<file path="src/rtl/mips_pkg.sv">
// rtl/mips_pkg.sv - shared types and constants for the MIPS MEM stage
// Purpose: default SRAM base address, MEM-stage FSM state encoding and the
//          MEM/WB pipeline-register field layout.
// Ports:   none (package).
package mips_pkg;

  localparam int BASE_ADDR_DEF = 1024;
  localparam int DATA_W        = 32;
  localparam int REG_AW        = 5;

  typedef enum logic [1:0] {
    IDLE   = 2'd0,
    ACCESS = 2'd1,
    DONE   = 2'd2
  } state_t;

  typedef struct packed {
    logic              wb_en;
    logic              mem_r_en;
    logic [DATA_W-1:0] alu_res;
    logic [DATA_W-1:0] mem_data;
    logic [REG_AW-1:0] dest;
  } mem_wb_t;

endpackage

</file>
<file path="src/rtl/mem_wb_reg.sv">
// rtl/mem_wb_reg.sv - MEM/WB pipeline register with bubble load
// Purpose: holds the fields presented to the WB stage. A bubble load clears
//          only the two enables; data fields keep their previous values.
// Ports:   clk, rst      clock, synchronous active-high reset
//          i_bubble      load a bubble instead of i_d
//          i_d           next MEM/WB contents
//          o_q           current MEM/WB contents
module mem_wb_reg
  import mips_pkg::*;
(
  input  logic    clk,
  input  logic    rst,
  input  logic    i_bubble,
  input  mem_wb_t i_d,
  output mem_wb_t o_q
);

  mem_wb_t r_q;

  always_ff @(posedge clk) begin
    if (rst) begin
      r_q <= '0;
    end else if (i_bubble) begin
      r_q.wb_en    <= 1'b0;
      r_q.mem_r_en <= 1'b0;
    end else begin
      r_q <= i_d;
    end
  end

  assign o_q = r_q;

endmodule

</file>
<file path="src/rtl/mem_stage_sram_if.sv">
// rtl/mem_stage_sram_if.sv - MIPS MEM stage with SRAM req/ack interface and MEM/WB register
// Purpose: performs loads/stores on a word SRAM, freezes upstream stages while
//          an access is outstanding, then hands the result to WB.
// Config:  MEM_ALIGN_CHECK_EN - when defined, misaligned ops are dropped as
//          bubbles and raise the sticky mem_misalign flag.
// Ports:   clk, rst                      clock, synchronous active-high reset
//          exe_*                         EXE/MEM register outputs
//          freeze                        stall for IF/ID/EXE
//          sram_req/we/addr/wdata        SRAM request side
//          sram_rdata, sram_ack          SRAM response (ack is a 1-cycle pulse)
//          wb_*                          MEM/WB register outputs
//          mem_misalign                  sticky misalignment flag
module mem_stage_sram_if
  import mips_pkg::*;
#(
  parameter int BASE_ADDR = BASE_ADDR_DEF,
  parameter int SRAM_AW   = 16
) (
  input  logic               clk,
  input  logic               rst,
  input  logic               exe_wb_en,
  input  logic               exe_mem_r_en,
  input  logic               exe_mem_w_en,
  input  logic [31:0]        exe_alu_res,
  input  logic [31:0]        exe_st_val,
  input  logic [4:0]         exe_dest,
  output logic               freeze,
  output logic               sram_req,
  output logic               sram_we,
  output logic [SRAM_AW-1:0] sram_addr,
  output logic [31:0]        sram_wdata,
  input  logic [31:0]        sram_rdata,
  input  logic               sram_ack,
  output logic               wb_en,
  output logic               wb_mem_r_en,
  output logic [31:0]        wb_alu_res,
  output logic [31:0]        wb_mem_data,
  output logic [4:0]         wb_dest,
  output logic               mem_misalign
);

  state_t             r_state;
  state_t             w_next;
  logic               w_mem_op;
  logic               w_misalign;
  logic               w_go;
  logic               w_freeze;
  logic               w_req;
  logic               w_bubble;
  logic [31:0]        w_off;
  logic [SRAM_AW-1:0] w_addr;
  logic               w_unused_off;

  logic               r_we;
  logic [SRAM_AW-1:0] r_addr;
  logic [31:0]        r_wdata;
  logic [31:0]        r_rdata;
  logic               r_wb_en;
  logic               r_rd_en;
  logic [31:0]        r_alu_res;
  logic [4:0]         r_dest;

  mem_wb_t            w_d;
  mem_wb_t            w_q;

  assign w_mem_op     = exe_mem_r_en | exe_mem_w_en;
  assign w_off        = exe_alu_res - 32'(BASE_ADDR);
  // Upper bits wrap modulo the SRAM size; low bits select a byte in the word.
  assign w_addr       = w_off[SRAM_AW+1:2];
  assign w_unused_off = ^{w_off[31:SRAM_AW+2], w_off[1:0]};

`ifdef MEM_ALIGN_CHECK_EN
  logic r_misalign;

  assign w_misalign = w_mem_op & (exe_alu_res[1:0] != 2'b00);

  always_ff @(posedge clk) begin
    if (rst) begin
      r_misalign <= 1'b0;
    end else if (r_state == IDLE && w_misalign) begin
      r_misalign <= 1'b1;
    end
  end

  assign mem_misalign = r_misalign;
`else
  assign w_misalign   = 1'b0;
  assign mem_misalign = 1'b0;
`endif

  // A misaligned op never starts an access; it falls through as a bubble.
  assign w_go = w_mem_op & ~w_misalign;

  always_ff @(posedge clk) begin
    if (rst) begin
      r_state <= IDLE;
    end else begin
      r_state <= w_next;
    end
  end

  always_comb begin
    w_next = r_state;
    case (r_state)
      IDLE:    if (w_go) w_next = ACCESS;
      ACCESS:  if (sram_ack) w_next = DONE;
      DONE:    w_next = IDLE;
      default: w_next = IDLE;
    endcase
  end

  always_comb begin
    w_freeze = 1'b0;
    w_req    = 1'b0;
    w_bubble = 1'b0;
    if (!rst) begin
      case (r_state)
        IDLE: begin
          w_freeze = w_go;
          w_bubble = w_go | w_misalign;
        end
        ACCESS: begin
          w_freeze = 1'b1;
          w_req    = 1'b1;
          w_bubble = 1'b1;
        end
        default: ;
      endcase
    end
  end

  // The op stays on exe_* while frozen, but the result is latched at op
  // start so DONE does not depend on upstream holding its outputs.
  always_ff @(posedge clk) begin
    if (rst) begin
      r_we      <= 1'b0;
      r_addr    <= '0;
      r_wdata   <= '0;
      r_rdata   <= '0;
      r_wb_en   <= 1'b0;
      r_rd_en   <= 1'b0;
      r_alu_res <= '0;
      r_dest    <= '0;
    end else begin
      if (r_state == IDLE && w_go) begin
        r_we      <= exe_mem_w_en;
        r_addr    <= w_addr;
        r_wdata   <= exe_st_val;
        r_wb_en   <= exe_wb_en;
        r_rd_en   <= exe_mem_r_en & ~exe_mem_w_en;
        r_alu_res <= exe_alu_res;
        r_dest    <= exe_dest;
      end
      if (r_state == ACCESS && sram_ack && !r_we) begin
        r_rdata <= sram_rdata;
      end
    end
  end

  always_comb begin
    if (r_state == DONE) begin
      w_d = '{wb_en: r_wb_en, mem_r_en: r_rd_en, alu_res: r_alu_res,
              mem_data: r_rdata, dest: r_dest};
    end else begin
      w_d = '{wb_en: exe_wb_en, mem_r_en: 1'b0, alu_res: exe_alu_res,
              mem_data: r_rdata, dest: exe_dest};
    end
  end

  mem_wb_reg u_mem_wb_reg (
    .clk      (clk),
    .rst      (rst),
    .i_bubble (w_bubble),
    .i_d      (w_d),
    .o_q      (w_q)
  );

  assign freeze      = w_freeze;
  assign sram_req    = w_req;
  assign sram_we     = r_we;
  assign sram_addr   = r_addr;
  assign sram_wdata  = r_wdata;
  assign wb_en       = w_q.wb_en;
  assign wb_mem_r_en = w_q.mem_r_en;
  assign wb_alu_res  = w_q.alu_res;
  assign wb_mem_data = w_q.mem_data;
  assign wb_dest     = w_q.dest;

endmodule
</file>
<file path="config.mk">
export PLATFORM = sky130hd
export DESIGN_NAME = mem_stage_sram_if
export DESIGN_NICKNAME = d
export VERILOG_FILES = /design/src/rtl/mips_pkg.sv /design/src/rtl/mem_wb_reg.sv /design/src/rtl/mem_stage_sram_if.sv
export SDC_FILE = /design/constraint.sdc
export NUM_CORES = 1
export LEC_CHECK = 0
export CAP_MARGIN = 20
export CORE_AREA = 4 4 158 122
export DETAILED_ROUTE_END_ITERATION = 12
export DIE_AREA = 0 0 162 126
export GPL_TIMING_DRIVEN = 0
export HOLD_SLACK_MARGIN = 0.08
export PLACE_DENSITY = 0.86
export SYNTH_ARGS = -nofsm -noshare
export SYNTH_HDL_FRONTEND = slang
export SYNTH_HIERARCHICAL = 1
export SYNTH_SLANG_ARGS = --single-unit
</file>
<file path="constraint.sdc">
create_clock -name clk -period 1.83 [get_ports clk]
set_input_delay 0.366 -clock clk [delete_from_list [all_inputs] [get_ports clk]]
set_output_delay 0.366 -clock clk [all_outputs]
set_load 0.03 [all_outputs]
</file>
==> results of run 1 <==
[power by group]
group          leakage (nW)  switching [W]  total [W]  internal [W]
Sequential             1.52       0.000136    0.00442       0.00429
Combinational          3.19        0.00108    0.00188      0.000795
Clock                 0.269        0.00167    0.00358       0.00191
Total                  4.98        0.00289    0.00988       0.00699
[through the flow]
step | setup WS (ns) | hold slack, ns | std cells | power [W] | cell area, µm²
finish | 0.0397 | 0.302 | 1306 | 0.00988 | 10600
global route | 0.00340 | 0.292 | 1306 | 0.0103 | 10600
CTS | 0.000288 | 0.291 | 1307 | 0.00996 | 10400
detailed placement | -0.898 | 0.446 | 1276 | 0.00647 | 9970
global placement | -0.875 | 0.441 | 1276 | 0.00642 | 9970
floorplan | -0.0505 | 0.436 | 807 | 0.00561 | 7390
[area by class of cell]
cell class                 count  area [µm²]  area share (%)
sequential                   185        3710            35.1
multi-input combinational    536        3220            30.5
timing repair buffer         228        2300            21.8
buffer                        80         455            4.31
clock buffer                  18         429            4.06
tap                          242         303            2.87
clock inverter                14         139            1.31
inverter                       3        11.3           0.107
[how the worst min path moves through the flow]
| stage | end | slack (ns) |
|---|---|---|
| detailed placement | r_rdata[12] | 0.45 |
| floorplan | r_rdata[0] | 0.44 |
| CTS | u_mem_wb_reg/o_q[69] | 0.29 |
| global route | u_mem_wb_reg/o_q[69] | 0.29 |
| global placement | r_rdata[21] | 0.44 |
| finish | u_mem_wb_reg/o_q[69] | 0.30 |
[sequential cells by signal (all words and copies together) (netlist names), 2 cells and up]
signal / count
r_alu_res: 24
r_dest: 5
r_rdata: 32
r_state: 2
sram_addr: 16
sram_wdata: 32
u_mem_wb_reg/o_q: 71
[repair_timing]
action,CTS,global route
setup endpoints to repair,233,144
pin swaps,3,0
hold buffers,0,0
endpoints found under the hold margin,0,0
resized for setup,95,59
buffers inserted,1,0
[cells by family after synthesis]
logic type               synth area share (%)
AND/OR/NAND/NOR                          13.9
XOR/XNOR                                0.119
adder cells (fa/ha/maj)                 0.170
AO/OA/AOI/OAI                            13.9
multiplexers                             15.2
other                                  0.0510
flip-flops                               50.4
buffers and inverters                    6.20
[cell usage in the layout, fill, tap and decap left out, drive strengths merged, types with 2 or more instances in the layout]
| cell | count |
|---|---|
| dlygate4sd2 | 77 |
| clkinvlp | 4 |
| inv | 9 |
| nor3 | 2 |
| nor3b | 3 |
| mux2 | 38 |
| buf | 27 |
| mux2i | 69 |
| a311oi | 5 |
| nand2b | 3 |
| a211oi | 4 |
| nand2 | 66 |
| a21oi | 112 |
| dfxtp | 185 |
| clkinv | 3 |
| nor2 | 74 |
| dlymetal6s2s | 45 |
| clkdlybuf4s50 | 103 |
| or2 | 3 |
| or3 | 4 |
| clkbuf | 73 |
| o21ai | 74 |
| nand3 | 70 |
[routing by layer]
metal  share of wire, %  routed length, µm  vias to the layer above  track usage [%]
met5                  0                  0                        -                0
met4               0.90                204                        0             5.67
met3                6.9               1570                       18             6.24
met2                 48              10800                      227             35.4
met1                 45              10100                     3259             28.2
li1                   -                  -                     3277                -
==> results_dict.tcl, run 1 <==
set metrics [dict create \
    status "finished, final reports clean" \
    cpPeakStageDelay_ns 0.67 \
    reg2reg_depth 5 \
    clk_pin_slew_ns 0.07 \
    fp.dieH_um 126 \
    dieArea_um2 20400 \
    synth_ff_type "dfxtp_1" \
    rows 42 \
    worstMarginPinSlew_ns 0.636 \
    initial_core_util_pct 41.9 \
    clock_skew_ns 0.00948 \
    viasPerCell 5.19 \
    grt_pass1_wl_mm 35.4 \
    rsz0062_at_grt "false" \
    cp_top_family "buffers and inverters" \
    syn_area_um2 7350 \
    routed_wl_mm 22.6 \
    r2r_end "u_mem_wb_reg/o_q[63]" \
    ant_nets 0 \
    dp_hpwl_mm 16.8 \
    synth-edff-count 0 \
    cp_cell_sequence "clkdlybuf4s50_1" \
    diodes 0 \
    nFillCells 1552 \
    worstPathMaxFanout 2 \
    cp-start-kind "register" \
    ys_seq_area_share_pct 50.4 \
    hold_class "input port to register" \
    dr.first_iter.drc_count 529 \
    ir_drop_uv 554 \
    slew_headroom_pct 57.6 \
    gp_congestion 0.776 \
    tns_ns 0 \
    grt_max_degree 18 \
    setup_violations 0 \
    cp_num_cells 1 \
    area_delta_synth_final_pct 43.7 \
    period_minus_slack_ns 1.79 \
    fin_util_pct 60.2 \
    hold_depth 2 \
    cp_data_required_time_ns 1.46 \
    synth_commonest_cells "dfxtp_1, a21oi_1, o21ai_0" \
    clock_sinks 185 \
    grt_overflow 0 \
    rrSetupSlack_ns 0.16 \
    antenna_found_initial 0 \
    synth_warnings 6 \
    final-max-slew-violation-count 0 \
    drive_above_1_share_pct 11.4 \
    synth_top_area_share_pct 50.4 \
    cap_violations 0 \
    yosysUniqueCellTypes 33 \
    yosysMostFrequentCell "dfxtp_1" \
    synth_top_area_cell "dfxtp_1" \
    clock.fmax_ghz 0.559 \
    port_buffers 227 \
    finish.net_count 1159 \
    synthesis.nets 915 \
    coreArea_um2 17600 \
    syn_avg_cell_area_um2 9.11 \
    timing.hold.worst.start "rst" \
    crit_path_start "sram_wdata[4]" \
    first_pass_iters 5 \
    drc 0 \
    clockBufferDepth 2 \
    clock_latency_ns 0.43 \
    cts_root_buf "clkbuf_16" \
    cts_tree "done" \
    cts_buffers 17 \
    synth_seq_cells 185 \
    fp.dieW_um 162 \
    wire_per_inst_um 17.3 \
    critPathBufInv 1 \
    critPathSlowestCell "clkdlybuf4s50_1" \
    worstSetupEndpointType "output pin" \
    r2r-start "r_state[0]" \
    p_leak_nw 4.98 \
    cts_max_level 4 \
    finalHoldViolCount 0 \
    postSynthCellCount 807 \
    synth_area_leaders "dfxtp_1, mux2i_1, a21oi_1, mux2_2, o21ai_0" \
    grt_pass1_vias 6757 \
    vias 6781 \
    endpoint "sram_wdata[4]" \
    synth-async-reset-ratio_pct 0 \
    boundaryPins 230 \
    grt_usage_pct 21.6 \
    worstPathArrival_ns 1.42 \
    p_per_area_nw_per_um2 935 \
    crit_type "register to output pin" \
    fin_crit_sh_pct 97.8 \
]
No activity file was read; power rests on OpenSTA's default activity.
==> run 2, diff against run 1 <==
--- a/config.mk
+++ b/config.mk
@@ -11,7 +11,7 @@
 export DIE_AREA = 0 0 162 126
 export GPL_TIMING_DRIVEN = 0
 export HOLD_SLACK_MARGIN = 0.08
-export PLACE_DENSITY = 0.86
+export PLACE_DENSITY = 0.72
 export SYNTH_ARGS = -nofsm -noshare
 export SYNTH_HDL_FRONTEND = slang
 export SYNTH_HIERARCHICAL = 1
==> run 2 against run 1 <==
  * Critical path depth unchanged
  * Largest power group unchanged
  * Global-route usage shrank 0.44 points
  * Largest cell class unchanged
  * Critical path type unchanged
  * Combinational power hardly changed
  * Flip-flop and latch count unchanged
==> results_dict.tcl, run 2 (same netlist as run 1, synthesis figures left out) <==
set metrics [dict create \
    finalHoldViolCount 0 \
    finish.net_count 1159 \
    dieArea_um2 20400 \
    routed_wl_mm 22.0 \
    cts_buffers 17 \
    cp_cell_sequence "clkdlybuf4s50_1" \
    grt_usage_pct 21.2 \
    reg2reg_depth 5 \
    critPathBufInv 1 \
    cp_data_required_time_ns 1.46 \
    placed_area_um2 9970 \
    critPathSlowestCell "clkdlybuf4s50_1" \
    gp_congestion 0.778 \
    worstPathArrival_ns 1.42 \
    cap_violations 0 \
    viasPerCell 5.07 \
    cp_top_family "buffers and inverters" \
    fp.dieW_um 162 \
    dp_hpwl_mm 15.9 \
    fp.dieH_um 126 \
    crit_type "register to output pin" \
    rows 42 \
    boundaryPins 230 \
    clock_sinks 185 \
    clockBufferDepth 2 \
    ir_drop_uv 596 \
    first_pass_iters 5 \
    coreArea_um2 17600 \
    drive_above_1_share_pct 11.3 \
    p_per_area_nw_per_um2 938 \
    initial_core_util_pct 41.9 \
    antenna_found_initial 0 \
    vias 6625 \
    worstPathMaxFanout 2 \
    cpPeakStageDelay_ns 0.67 \
    worstSetupEndpointType "output pin" \
    hold_depth 3 \
    port_buffers 227 \
    hold_class "input port to register" \
    worstMarginPinSlew_ns 0.649 \
    cts_root_buf "clkbuf_16" \
    fin_crit_sh_pct 97.7 \
    area_delta_synth_final_pct 44.5 \
    final-max-slew-violation-count 0 \
    drc 0 \
    fin_util_pct 60.5 \
    layout_commonest_cell "dfxtp_1" \
    clock_latency_ns 0.43 \
    dr.first_iter.drc_count 459 \
    ant_nets 0 \
    clock_skew_ns 0.00828 \
    grt_overflow 0 \
    setup_violations 0 \
    stdcell_area_um2 10600 \
    grt_max_degree 19 \
    cp-start-kind "register" \
    cp_num_cells 1 \
    layout_common_cells "dfxtp_1, a21oi_1, clkdlybuf4s50_1" \
    grt_pass1_vias 6325 \
    slew_headroom_pct 56.7 \
    grt_pass1_wl_mm 34.5 \
    clk_pin_slew_ns 0.07 \
    diodes 0 \
    period_minus_slack_ns 1.79 \
    cts_max_level 4 \
    wire_per_inst_um 16.8 \
    cts_tree "done" \
    p_leak_nw 5.11 \
    clock.fmax_ghz 0.559 \
    status "finished, final reports clean" \
    largest_reg_flops 71 \
]
[run 2: area by class of cell]
class                           instances  area, µm²
Clock inverter                         14        154
Tap cell                              242        303
Timing Repair Buffer                  228       2330
Sequential cell                       185       3710
Buffer                                 80        452
Clock buffer                           18        439
Inverter                                3       11.3
Fill cell                            1625       6930
Multi-Input combinational cell        536       3220
[run 2: repair_timing]
item,in CTS,in global routing
cloned,0,0
pin swaps,2,1
gates resized for setup,88,63
setup endpoints to repair,225,155
buffers inserted,1,0
hold buffers,0,0
[run 2: path summary, 6_finish.rpt]
path	slack, ns	from	endpoint
max reg2reg	0.20	r_state[1]	r_rdata[18]
max	0.04	sram_wdata[30]	sram_wdata[30]
min	0.30	exe_alu_res[11]	r_alu_res[11]
min reg2reg	0.45	r_rdata[8]	r_rdata[8]
[run 2: stage by stage]
step / total power [W] / cells / hold WS [ns] / setup slack, ns / TNS (ns)
final: 0.00996 / 1306 / 0.300 / 0.0423 / 0
after detailed placement: 0.00646 / 1276 / 0.446 / -0.903 / -85.96
after CTS: 0.0101 / 1307 / 0.290 / -0.0891 / -0.0970
after global placement: 0.00644 / 1276 / 0.443 / -0.907 / -83.53
after global routing: 0.0104 / 1306 / 0.304 / -0.0118 / -0.0118
after floorplan: 0.00561 / 807 / 0.436 / -0.0505 / -3.29
[run 2: power breakdown]
group	internal [W]	leakage [nW]	total [W]	switching, W
Sequential	0.00429	1.52	0.00441	0.000130
Combinational	0.000799	3.30	0.00187	0.00108
Clock	0.00197	0.290	0.00367	0.00170
[run 2: layer usage]
layer	share of wire (%)	track usage [%]	wire length [µm]	up-vias
li1	-	-	-	3279
met1	48	30.1	10600	3138
met4	0.91	5.12	200	0
met3	7.1	6.11	1550	15
met5	0	0	0	-
met2	44	31.8	9640	193
==> run 3, diff against run 2 <==
--- a/config.mk
+++ b/config.mk
@@ -6,12 +6,14 @@
 export NUM_CORES = 1
 export LEC_CHECK = 0
 export CAP_MARGIN = 20
-export CORE_AREA = 4 4 158 122
+export CORE_AREA = 4 4 156 121
+export CTS_BUF_LIST = sky130_fd_sc_hd__clkbuf_4
 export DETAILED_ROUTE_END_ITERATION = 12
-export DIE_AREA = 0 0 162 126
+export DIE_AREA = 0 0 160 125
 export GPL_TIMING_DRIVEN = 0
 export HOLD_SLACK_MARGIN = 0.08
-export PLACE_DENSITY = 0.72
+export PLACE_DENSITY = 0.74
+export SKIP_CTS_REPAIR_TIMING = 1
 export SYNTH_ARGS = -nofsm -noshare
 export SYNTH_HDL_FRONTEND = slang
 export SYNTH_HIERARCHICAL = 1
==> run 3 against run 2 <==
  * The flow now finishes with violations (negative setup slack)
  * Combinational power is 3% higher
  * Critical path depth grew 6
  * Flip-flop and latch count did not move
  * First-iteration DRC count decreased by 9.2%
  * Wire length rose by 0.99%
  * Critical endpoint is now freeze
==> results_dict.tcl, run 3 (same netlist as run 1, synthesis figures left out) <==
set metrics [dict create \
    p_per_area_nw_per_um2 819 \
    coreArea_um2 17300 \
    dp_hpwl_mm 15.8 \
    crit_type "input port to output pin" \
    layout_commonest_cell "dfxtp_1" \
    layout_common_cells "dfxtp_1, dlymetal6s2s_1, a21oi_1" \
    cp_data_required_time_ns 1.46 \
    slew_headroom_pct 44.2 \
    dieArea_um2 20000 \
    dp_cells 1254 \
    antenna_found_initial 0 \
    clock_latency_ns 0.57 \
    hold_class "input port to register" \
    fin_ws_ns -0.260 \
    vias 6649 \
    clock.fmax_ghz 0.479 \
    worstPathMaxFanout 10 \
    grt_pass1_vias 6548 \
    final-max-slew-violation-count 0 \
    rsz0062_at_grt "true" \
    clock_sinks 185 \
    grt_max_degree 19 \
    first_pass_iters 5 \
    cts_root_buf "clkbuf_4" \
    place_ws_ns -0.890 \
    cts_max_level 4 \
    viasPerCell 5.17 \
    initial_core_util_pct 42.4 \
    worstSetupEndpointType "output pin" \
    fp.dieH_um 125 \
    area_delta_synth_final_pct 43.7 \
    cts_tree "done" \
    boundaryPins 230 \
    gp_congestion 0.791 \
    power.total_w 0.00865 \
    grt_usage_pct 21.4 \
    clockBufferDepth 2 \
    worstMarginPinSlew_ns 0.834 \
    setup_violations 1 \
    ir_drop_uv 356 \
    tns_ns -0.260 \
    finalNonFillerCells 1285 \
    p_leak_nw 5.80 \
    clock_skew_ns 0.0130 \
    dr.first_iter.drc_count 417 \
    fin_crit_sh_pct 114 \
    cap_violations 0 \
    rrSetupSlack_ns 0.14 \
    drive_above_1_share_pct 10.9 \
    rows 42 \
    cp-start-kind "input port" \
    status "complete, but fails checks" \
    grt_overflow 0 \
    clk_pin_slew_ns 0.16 \
    routed_wl_mm 22.2 \
    fp.dieW_um 160 \
    finish.net_count 1160 \
    diodes 0 \
    grt_pass1_wl_mm 34.8 \
    violations "negative setup slack" \
    cts_buffers 17 \
    ant_nets 0 \
    finalHoldViolCount 0 \
    port_buffers 227 \
    drc 0 \
    largest_reg_flops 71 \
    worstPathArrival_ns 1.72 \
    period_minus_slack_ns 2.09 \
    wire_per_inst_um 17.3 \
]
==> run 3: cell count changes in the layout (fill, tap and decap cells not counted), sizes merged <==
cell / delta
inv: +1
clkinv: -1
clkinvlp: +1
clkdlybuf4s50: +2
dlygate4sd2: -68
dlymetal6s2s: +66
==> run 3: per-stage QoR <==
stage / utilization (%) / instance area (µm²) / hold WS, ns
after floorplan: - / 7390 / 0.436
after global placement: 57.3 / 9940 / 0.443
after detailed placement: 57.3 / 9940 / 0.448
after CTS: 58.9 / 10200 / 0.0785
after global routing: 60.9 / 10600 / 0.0279
final: 60.9 / 10600 / 0.0716
==> run 3: path summary, 6_finish.rpt <==
path	cells after the start	start	end
min reg2reg	2	r_rdata[25]	r_rdata[25]
max	7	exe_mem_r_en	freeze
max reg2reg	6	r_state[0]	u_mem_wb_reg/o_q[62]
min	2	exe_mem_w_en	r_rd_en
==> run 3: power breakdown <==
group          internal (W)  leakage, nW  switching (W)
logic              0.000855         4.13        0.00108
registers           0.00429         1.52       0.000133
clock network      0.000731        0.149        0.00157
==> run 3: final cells by class <==
type / instances / area, µm²
Fill cell: 1544 / 6780
Clock inverter: 15 / 155
Clock buffer: 17 / 128
Timing Repair Buffer: 227 / 2580
Multi-Input combinational cell: 536 / 3220
Buffer: 82 / 483
Inverter: 3 / 11.3
Tap cell: 220 / 275
Sequential cell: 185 / 3710
==> run 3: per-layer routing <==
metal,up-vias,wire length (µm),global-route usage [%]
met3,19,1510,6.05
met5,-,0,0
met1,3149,10500,29.8
li1,3287,-,-
met2,194,10000,33.2
met4,0,180,5.01
==> run 3: critical path, cell delays in order <==
cell             delay (ns)
clkdlybuf4s50_1        0.41
or2_2                  0.28
clkbuf_8               0.17
clkbuf_8               0.17
nor2_4                 0.11
nor3_4                 0.06
buf_6                  0.15
